<file path="config.mk">
export PLATFORM = sky130hd
export DESIGN_NAME = req_encoder_queue_flat
export DESIGN_NICKNAME = d
export VERILOG_FILES = /design/src/rtl/req_encoder_queue_if.sv /design/src/rtl/req_encoder_queue.sv /design/src/flat_wrapper.sv
export SDC_FILE = /design/constraint.sdc
export NUM_CORES = 1
export LEC_CHECK = 0
export BUFFER_PORTS_ARGS = -buffer_cell sky130_fd_sc_hd__buf_2
export CAP_MARGIN = 20
export CORE_MARGIN = 1.5
export CORE_UTILIZATION = 35
export DETAILED_ROUTE_END_ITERATION = 12
export PLACE_DENSITY = 0.63
export SLEW_MARGIN = 20
export SYNTH_ARGS = -nofsm -noshare
export SYNTH_HDL_FRONTEND = slang
export SYNTH_SLANG_ARGS = --single-unit
</file>
<file path="constraint.sdc">
create_clock -name clock -period 6.9 [get_ports clock]
set_input_delay 0.69 -clock clock [delete_from_list [all_inputs] [get_ports clock]]
set_output_delay 0.69 -clock clock [all_outputs]
set_load 0.02 [all_outputs]
</file>
<file path="src/rtl/req_encoder_queue_if.sv">
// Handshake bundle for req_encoder_queue: request lines in, encoded index stream out.
// The master side drives requests and consumer readiness; the slave side is the queue.
interface req_encoder_queue_if #(
    parameter int IDX_W = 5
);
    localparam int N = 2 ** IDX_W;

    logic [N-1:0]     req_in;
    logic             clear_all;
    logic             out_ready;
    logic             out_valid;
    logic [IDX_W-1:0] out_index;
    logic [N-1:0]     pending;
    logic [IDX_W:0]   pend_count;
    logic             dup_hit;

    modport master (
        output req_in, clear_all, out_ready,
        input  out_valid, out_index, pending, pend_count, dup_hit
    );

    modport slave (
        input  req_in, clear_all, out_ready,
        output out_valid, out_index, pending, pend_count, dup_hit
    );
endinterface

</file>
<file path="src/rtl/req_encoder_queue.sv">
// Latches 2**IDX_W request lines and serves each pending one once as an encoded index.
// Optional macro REQ_ENCODER_RR_EN selects round-robin instead of lowest-index priority.
module req_encoder_queue #(
    parameter int IDX_W = 5
) (
    input  logic                 clock,
    input  logic                 reset_n,
    req_encoder_queue_if.slave   bus
);
    localparam int N = 2 ** IDX_W;

    typedef enum logic {
        IDLE    = 1'b0,
        PRESENT = 1'b1
    } state_t;

    state_t           state_r;
    state_t           next_state_s;
    logic [N-1:0]     pending_r;
    logic [IDX_W:0]   count_r;
    logic             valid_r;
    logic [IDX_W-1:0] index_r;
    logic             dup_r;

    logic             acc_s;
    logic [N-1:0]     served_s;
    logic [N-1:0]     rem_s;
    logic [N-1:0]     next_p_s;
    logic [N-1:0]     pick_src_s;
    logic [IDX_W-1:0] pick_s;
    logic [IDX_W-1:0] next_index_s;
    logic             dup_s;

    function automatic logic [IDX_W:0] popcount(input logic [N-1:0] vec);
        logic [IDX_W:0] cnt;
        cnt = {(IDX_W+1){1'b0}};
        for (int i = 0; i < N; i++) begin
            cnt = cnt + {{IDX_W{1'b0}}, vec[i]};
        end
        return cnt;
    endfunction

`ifdef REQ_ENCODER_RR_EN
    logic [IDX_W-1:0] ptr_r;
    logic [IDX_W-1:0] base_s;

    // Descending scan so the candidate closest after base wins.
    function automatic logic [IDX_W-1:0] pick_rr(input logic [N-1:0] vec,
                                                 input logic [IDX_W-1:0] base);
        logic [IDX_W-1:0] idx;
        logic [IDX_W-1:0] cand;
        idx = {IDX_W{1'b0}};
        for (int i = N - 1; i >= 0; i--) begin
            cand = base + IDX_W'(i) + {{(IDX_W-1){1'b0}}, 1'b1};
            if (vec[cand]) begin
                idx = cand;
            end else begin
                idx = idx;
            end
        end
        return idx;
    endfunction
`else
    function automatic logic [IDX_W-1:0] pick_low(input logic [N-1:0] vec);
        logic [IDX_W-1:0] idx;
        idx = {IDX_W{1'b0}};
        for (int i = N - 1; i >= 0; i--) begin
            if (vec[i]) begin
                idx = IDX_W'(i);
            end else begin
                idx = idx;
            end
        end
        return idx;
    endfunction
`endif

    // Next pending vector, duplicate detection and next presented index.
    always_comb begin
        acc_s      = valid_r & bus.out_ready;
        served_s   = acc_s ? ({{(N-1){1'b0}}, 1'b1} << index_r) : {N{1'b0}};
        rem_s      = pending_r & ~served_s;
        next_p_s   = rem_s | bus.req_in;
        dup_s      = |(bus.req_in & rem_s);
        // In IDLE acc is never true, so this selects from P; on accept, from the remainder.
        pick_src_s = acc_s ? rem_s : pending_r;
`ifdef REQ_ENCODER_RR_EN
        base_s     = acc_s ? index_r : ptr_r;
        pick_s     = pick_rr(pick_src_s, base_s);
`else
        pick_s     = pick_low(pick_src_s);
`endif
        next_state_s = state_r;
        next_index_s = index_r;
        case (state_r)
            IDLE: begin
                if (|pending_r) begin
                    next_state_s = PRESENT;
                    next_index_s = pick_s;
                end else begin
                    next_state_s = IDLE;
                end
            end
            PRESENT: begin
                if (acc_s && (|rem_s)) begin
                    next_state_s = PRESENT;
                    next_index_s = pick_s;
                end else if (acc_s) begin
                    next_state_s = IDLE;
                end else begin
                    next_state_s = PRESENT;
                end
            end
            default: begin
                next_state_s = IDLE;
            end
        endcase
    end

    // State machine with registered outputs; clear_all flushes everything pending.
    always_ff @(posedge clock or negedge reset_n) begin
        if (!reset_n) begin
            state_r   <= IDLE;
            pending_r <= {N{1'b0}};
            count_r   <= {(IDX_W+1){1'b0}};
            valid_r   <= 1'b0;
            index_r   <= {IDX_W{1'b0}};
            dup_r     <= 1'b0;
        end else if (bus.clear_all) begin
            state_r   <= IDLE;
            pending_r <= {N{1'b0}};
            count_r   <= {(IDX_W+1){1'b0}};
            valid_r   <= 1'b0;
            dup_r     <= 1'b0;
        end else begin
            state_r   <= next_state_s;
            pending_r <= next_p_s;
            count_r   <= popcount(next_p_s);
            valid_r   <= (next_state_s == PRESENT);
            index_r   <= next_index_s;
            dup_r     <= dup_s;
        end
    end

`ifdef REQ_ENCODER_RR_EN
    // Round-robin pointer tracks the last accepted index.
    always_ff @(posedge clock or negedge reset_n) begin
        if (!reset_n) begin
            ptr_r <= {IDX_W{1'b1}};
        end else if (acc_s) begin
            ptr_r <= index_r;
        end else begin
            ptr_r <= ptr_r;
        end
    end
`endif

    assign bus.out_valid  = valid_r;
    assign bus.out_index  = index_r;
    assign bus.pending    = pending_r;
    assign bus.pend_count = count_r;
    assign bus.dup_hit    = dup_r;

endmodule

</file>
<file path="src/flat_wrapper.sv">
// flat-port wrapper written by rule: the top's interface ports become plain ports
module req_encoder_queue_flat 
#(
    parameter int IDX_W = 5
)
  (clock, reset_n, bus_req_in, bus_clear_all, bus_out_ready, bus_out_valid, bus_out_index, bus_pending, bus_pend_count, bus_dup_hit);
  req_encoder_queue_if #(.IDX_W(IDX_W)) bus_i ();
  input  logic clock;
  input  logic reset_n;
  input wire logic [$bits(bus_i.req_in)-1:0] bus_req_in;
  input wire logic [$bits(bus_i.clear_all)-1:0] bus_clear_all;
  input wire logic [$bits(bus_i.out_ready)-1:0] bus_out_ready;
  output wire logic [$bits(bus_i.out_valid)-1:0] bus_out_valid;
  output wire logic [$bits(bus_i.out_index)-1:0] bus_out_index;
  output wire logic [$bits(bus_i.pending)-1:0] bus_pending;
  output wire logic [$bits(bus_i.pend_count)-1:0] bus_pend_count;
  output wire logic [$bits(bus_i.dup_hit)-1:0] bus_dup_hit;
  assign bus_i.req_in = bus_req_in;
  assign bus_i.clear_all = bus_clear_all;
  assign bus_i.out_ready = bus_out_ready;
  assign bus_out_valid = bus_i.out_valid;
  assign bus_out_index = bus_i.out_index;
  assign bus_pending = bus_i.pending;
  assign bus_pend_count = bus_i.pend_count;
  assign bus_dup_hit = bus_i.dup_hit;
  req_encoder_queue #(.IDX_W(IDX_W)) u_core (.clock(clock), .reset_n(reset_n), .bus(bus_i));
endmodule
</file>
==> impl_metrics.csv <==
group,metric,value,unit
detailed_routing,finalWirelength,13060,µm
global_route,antenna_found_initial,0,
global_route,globalRoute.totalOverflow,0,
pwr,power.share.sequential,0.229,
sta,max_slew.worst_pin.slew,0.5720,ns
global_route,grt_start_max_net_pins,46,
clocking,clk_pin_slew,0.09,ns
floorplan,initial_core_util,0.3582,
critical_path,crit_top_cell,"fa_1",
synth,synth-edff-count,0,
detailed_routing,drt-wirelength-per-cell,21.31,µm
floorplan,floorplan.die_area,11140,µm²
sta,clock.fmax,159.0,MHz
final_layout,nets,544,
synth,synthesis.yosys.warnings,0,
clocking,post_cts.resized_instances,0,
floorplan,coreArea,10280,µm²
synth,post_synth_inst_count,394,
pwr,clock_power_share,0.116,
floorplan,row_count,37,
global_route,first_global_vias,3563,
synth,synth_most_common_cell,"nor2_1",
placed_design,detailed_place_hpwl,10540,µm
critical_path,crit_path_top_delay_cell,"fa_1",
critical_path,r2r_setup_slack,0.61,ns
final_layout,num_antenna_cells,0,
critical_path,cp_cell_sequence,"or2_1, or2_2, o21ai_0, nand2b_1, ha_1, inv_1, fa_1, fa_1, fa_1, fa_1, fa_1, fa_1, fa_1, fa_1, inv_1, a21o_1, a21oi_1, xor2_1, nor2_1",
sta,timing_hold_violations_final,0,
floorplan,die_h,105.6,µm
synth,ys_top_cells_by_count,"nor2_1 (66), dfrtp_1 (45), inv_1 (30), o31a_1 (27), fa_1 (24)",
synth,async_reset_ff_frac,1.000,
floorplan,top_level_ports,81,
global_route,grt_first_pass_wirelength,20150,µm
placed_design,io_buffer_count,80,
pwr,netSwitchingFraction,0.4538,
critical_path,critical_path.top_delay_family,"adder cells",
synth,net_count_after_synthesis,462,
critical_path,worstPathMaxFanout,10,
detailed_routing,ant_nets,0,
clocking,cts_root_buf,"clkbuf_8",
global_route,grtUsageMet3,0.03649,
final_layout,postLayoutCellArea,4317,µm²
run,cap_violations,0,
pwr,p_switching,0.6668,mW
clocking,clock_latency_of_the_later_clocked_register_in_the_worst_skew_pair,0.30,ns
sta,timing.slew.headroom,0.6088,
sta,timing.final.setup_violations,0,
pwr,max-vdd-ir-drop,0.7266,mV
global_route,gr-max-usage-layer,"met2",
synth,dominantRegCellSynth,"dfrtp_1",
critical_path,reg2regPathDepth,19,
pwr,comb_power_share,0.656,
floorplan,die_x,105.6,µm
detailed_routing,dr.pass1.iters,5,
clocking,cts_tree,"done",
critical_path,rr_endpoint,"u_core.bus.pend_count[4]",
clocking,ctsLongestPathBuffers,2,
clocking,ctsHoldBuffers,0,
sta,setup_total_negative_slack,0,ns
synth,avgSynthCellArea,9.343,µm²
sta,fin_crit_sh,0.9115,
pwr,static-leakage-power,1.938,nW
final_layout,post_route_cells_drive_above_1_share,0.2495,
clocking,sink_count_of_the_clock_tree,45,
placed_design,detailed_place.area,4230,µm²
detailed_routing,remaining_drc_errors,0,
run_status,outcome,"finished, final reports clean",
global_route,use_met1,0.3240,
final_layout,areaGrowthSynthToFinish,17.27,%
critical_path,termination_of_the_worst_setup_path,"u_core.bus.pend_count[4]",
critical_path,worstPathArrival,6.46,ns
synth,post_synth_main_area_contributors,"dfrtp_1 (31%), fa_1 (13%), nor2_1 (6.7%)",
global_route,grt_util_all_layers,0.2387,
placed_design,gp_congestion,0.9822,
detailed_routing,vias,3624,
min_path,hp-class,"in2async",
synth,yosys.area.top_type_share,0.3059,
synth,netlist_area,3681,µm²
critical_path,timing.critical_path.to_type,"flip-flop",
synth,ys_ff_latch,45,
clocking,post_cts_buffers,0,
detailed_routing,detailedRoute.firstIterationViolations,382,
sta,post-route-min-period,6.289,ns
clocking,htree_num_levels,2,
synth,count_of_distinct_cell_types_in_the_synthesized_netlist,66,
synth,synth_top_area_cell,"dfrtp_1",
sta,timing.hold.ws,0.3926,ns
pwr,cellPowerDensity,340.4,nW/µm²
critical_path,crit_type,"reg2reg",
final_layout,finalNonFillerCells,613,
placed_design,placed_instances,605,
global_route,grt_use_met2,0.3880,
critical_path,slowest_delay,0.52,ns
pwr,p_int,0.8026,mW
sta,grt_setup_unrepaired,"no",
critical_path,worstReg2RegStart,"u_core.bus.out_index[4]",
critical_path,crit_path_start_kind,"flip-flop",
critical_path,critPathRequiredTime,7.08,ns
detailed_routing,vias_per_cell,5.912,
synth,ys_seq_area_frac,0.3059,
sta,worst_clock_skew,0.005266,ns
sta,slew_violations,0,
clocking,cts_inserted_buffers,5,
critical_path,critical_path.n_buffers_inverters,2,
critical_path,setup.worst_path.start,"u_core.bus.out_index[4]",
critical_path,worst-path-stages,19,
[worst min path at each step]
stage / from / endpoint / slack, ns / depth (start not counted)
global placement: u_core.bus.out_index[1] / u_core.bus.out_index[1] / 0.71 / 2
global route: reset_n / u_core.bus.pending[2] / 0.44 / 1
detailed placement: u_core.bus.out_index[3] / u_core.bus.out_index[3] / 0.72 / 1
CTS: reset_n / u_core.bus.pending[2] / 0.61 / 1
finish: reset_n / u_core.bus.pending[25] / 0.39 / 1
floorplan: reset_n / u_core.bus.dup_hit / 0.39 / 0
[registers in the layout, indices dropped and copies added, names as in the netlist]
register	count
u_core.bus.pending	32
u_core.bus.pend_count	6
u_core.bus.out_index	5
u_core.bus.dup_hit	1
u_core.state_r	1
[layer usage]
layer / vias up / part of all wire
met4: 0 / 0.029
li1: 1589 / -
met2: 222 / 0.46
met1: 1777 / 0.43
met5: - / 0
met3: 36 / 0.076
[power by group through the flow]
stage,combinational (mW),sequential (mW),clock (mW)
after CTS,0.967,0.335,0.172
after global placement,0.935,0.340,0
final,0.963,0.336,0.170
after floorplan,0.718,0.364,0
after global routing,1.12,0.339,0.179
after detailed placement,0.959,0.340,0
[cell type report]
class	count	area (µm²)
tap	136	170.2
fill	1055	5961
multi-input combinational	303	2338
clock inverter	1	7.507
sequential	45	1126
inverter	30	112.6
clock buffer	7	76.32
timing repair buffer	91	485.5
[layout by cell type (no fill, tap or decap), types with 4 or more instances in the layout]
master,n
or2_2,11
nor3_1,5
a21oi_1,10
inv_1,30
nand4_1,4
o21a_1,4
buf_2,79
o31ai_1,9
nand2_1,13
ha_1,8
and2_1,9
clkbuf_8,5
dfrtp_1,45
a22oi_1,10
nand2b_1,16
nand3_1,4
buf_4,12
nor2_1,66
nor4_1,10
o21ai_0,8
fa_1,24
o31a_1,27
[logic make-up after synthesis]
group	synth area share
compound gates	0.2264
flops	0.3059
fa+ha+maj	0.1577
simple gates	0.2291
buf+inv	0.05880
mux	0.01496
xor+xnor	0.007139
[per-stage QoR]
stage | util | setup slack, ns | total power [mW]
after floorplan | - | 0.6087 | 1.082
after global placement | 0.4116 | 0.5265 | 1.276
after detailed placement | 0.4116 | 0.4548 | 1.299
after CTS | 0.4198 | 0.6172 | 1.474
after global routing | 0.4200 | 0.3697 | 1.636
final | 0.4200 | 0.6109 | 1.469
(Power assumes the default switching activity.)
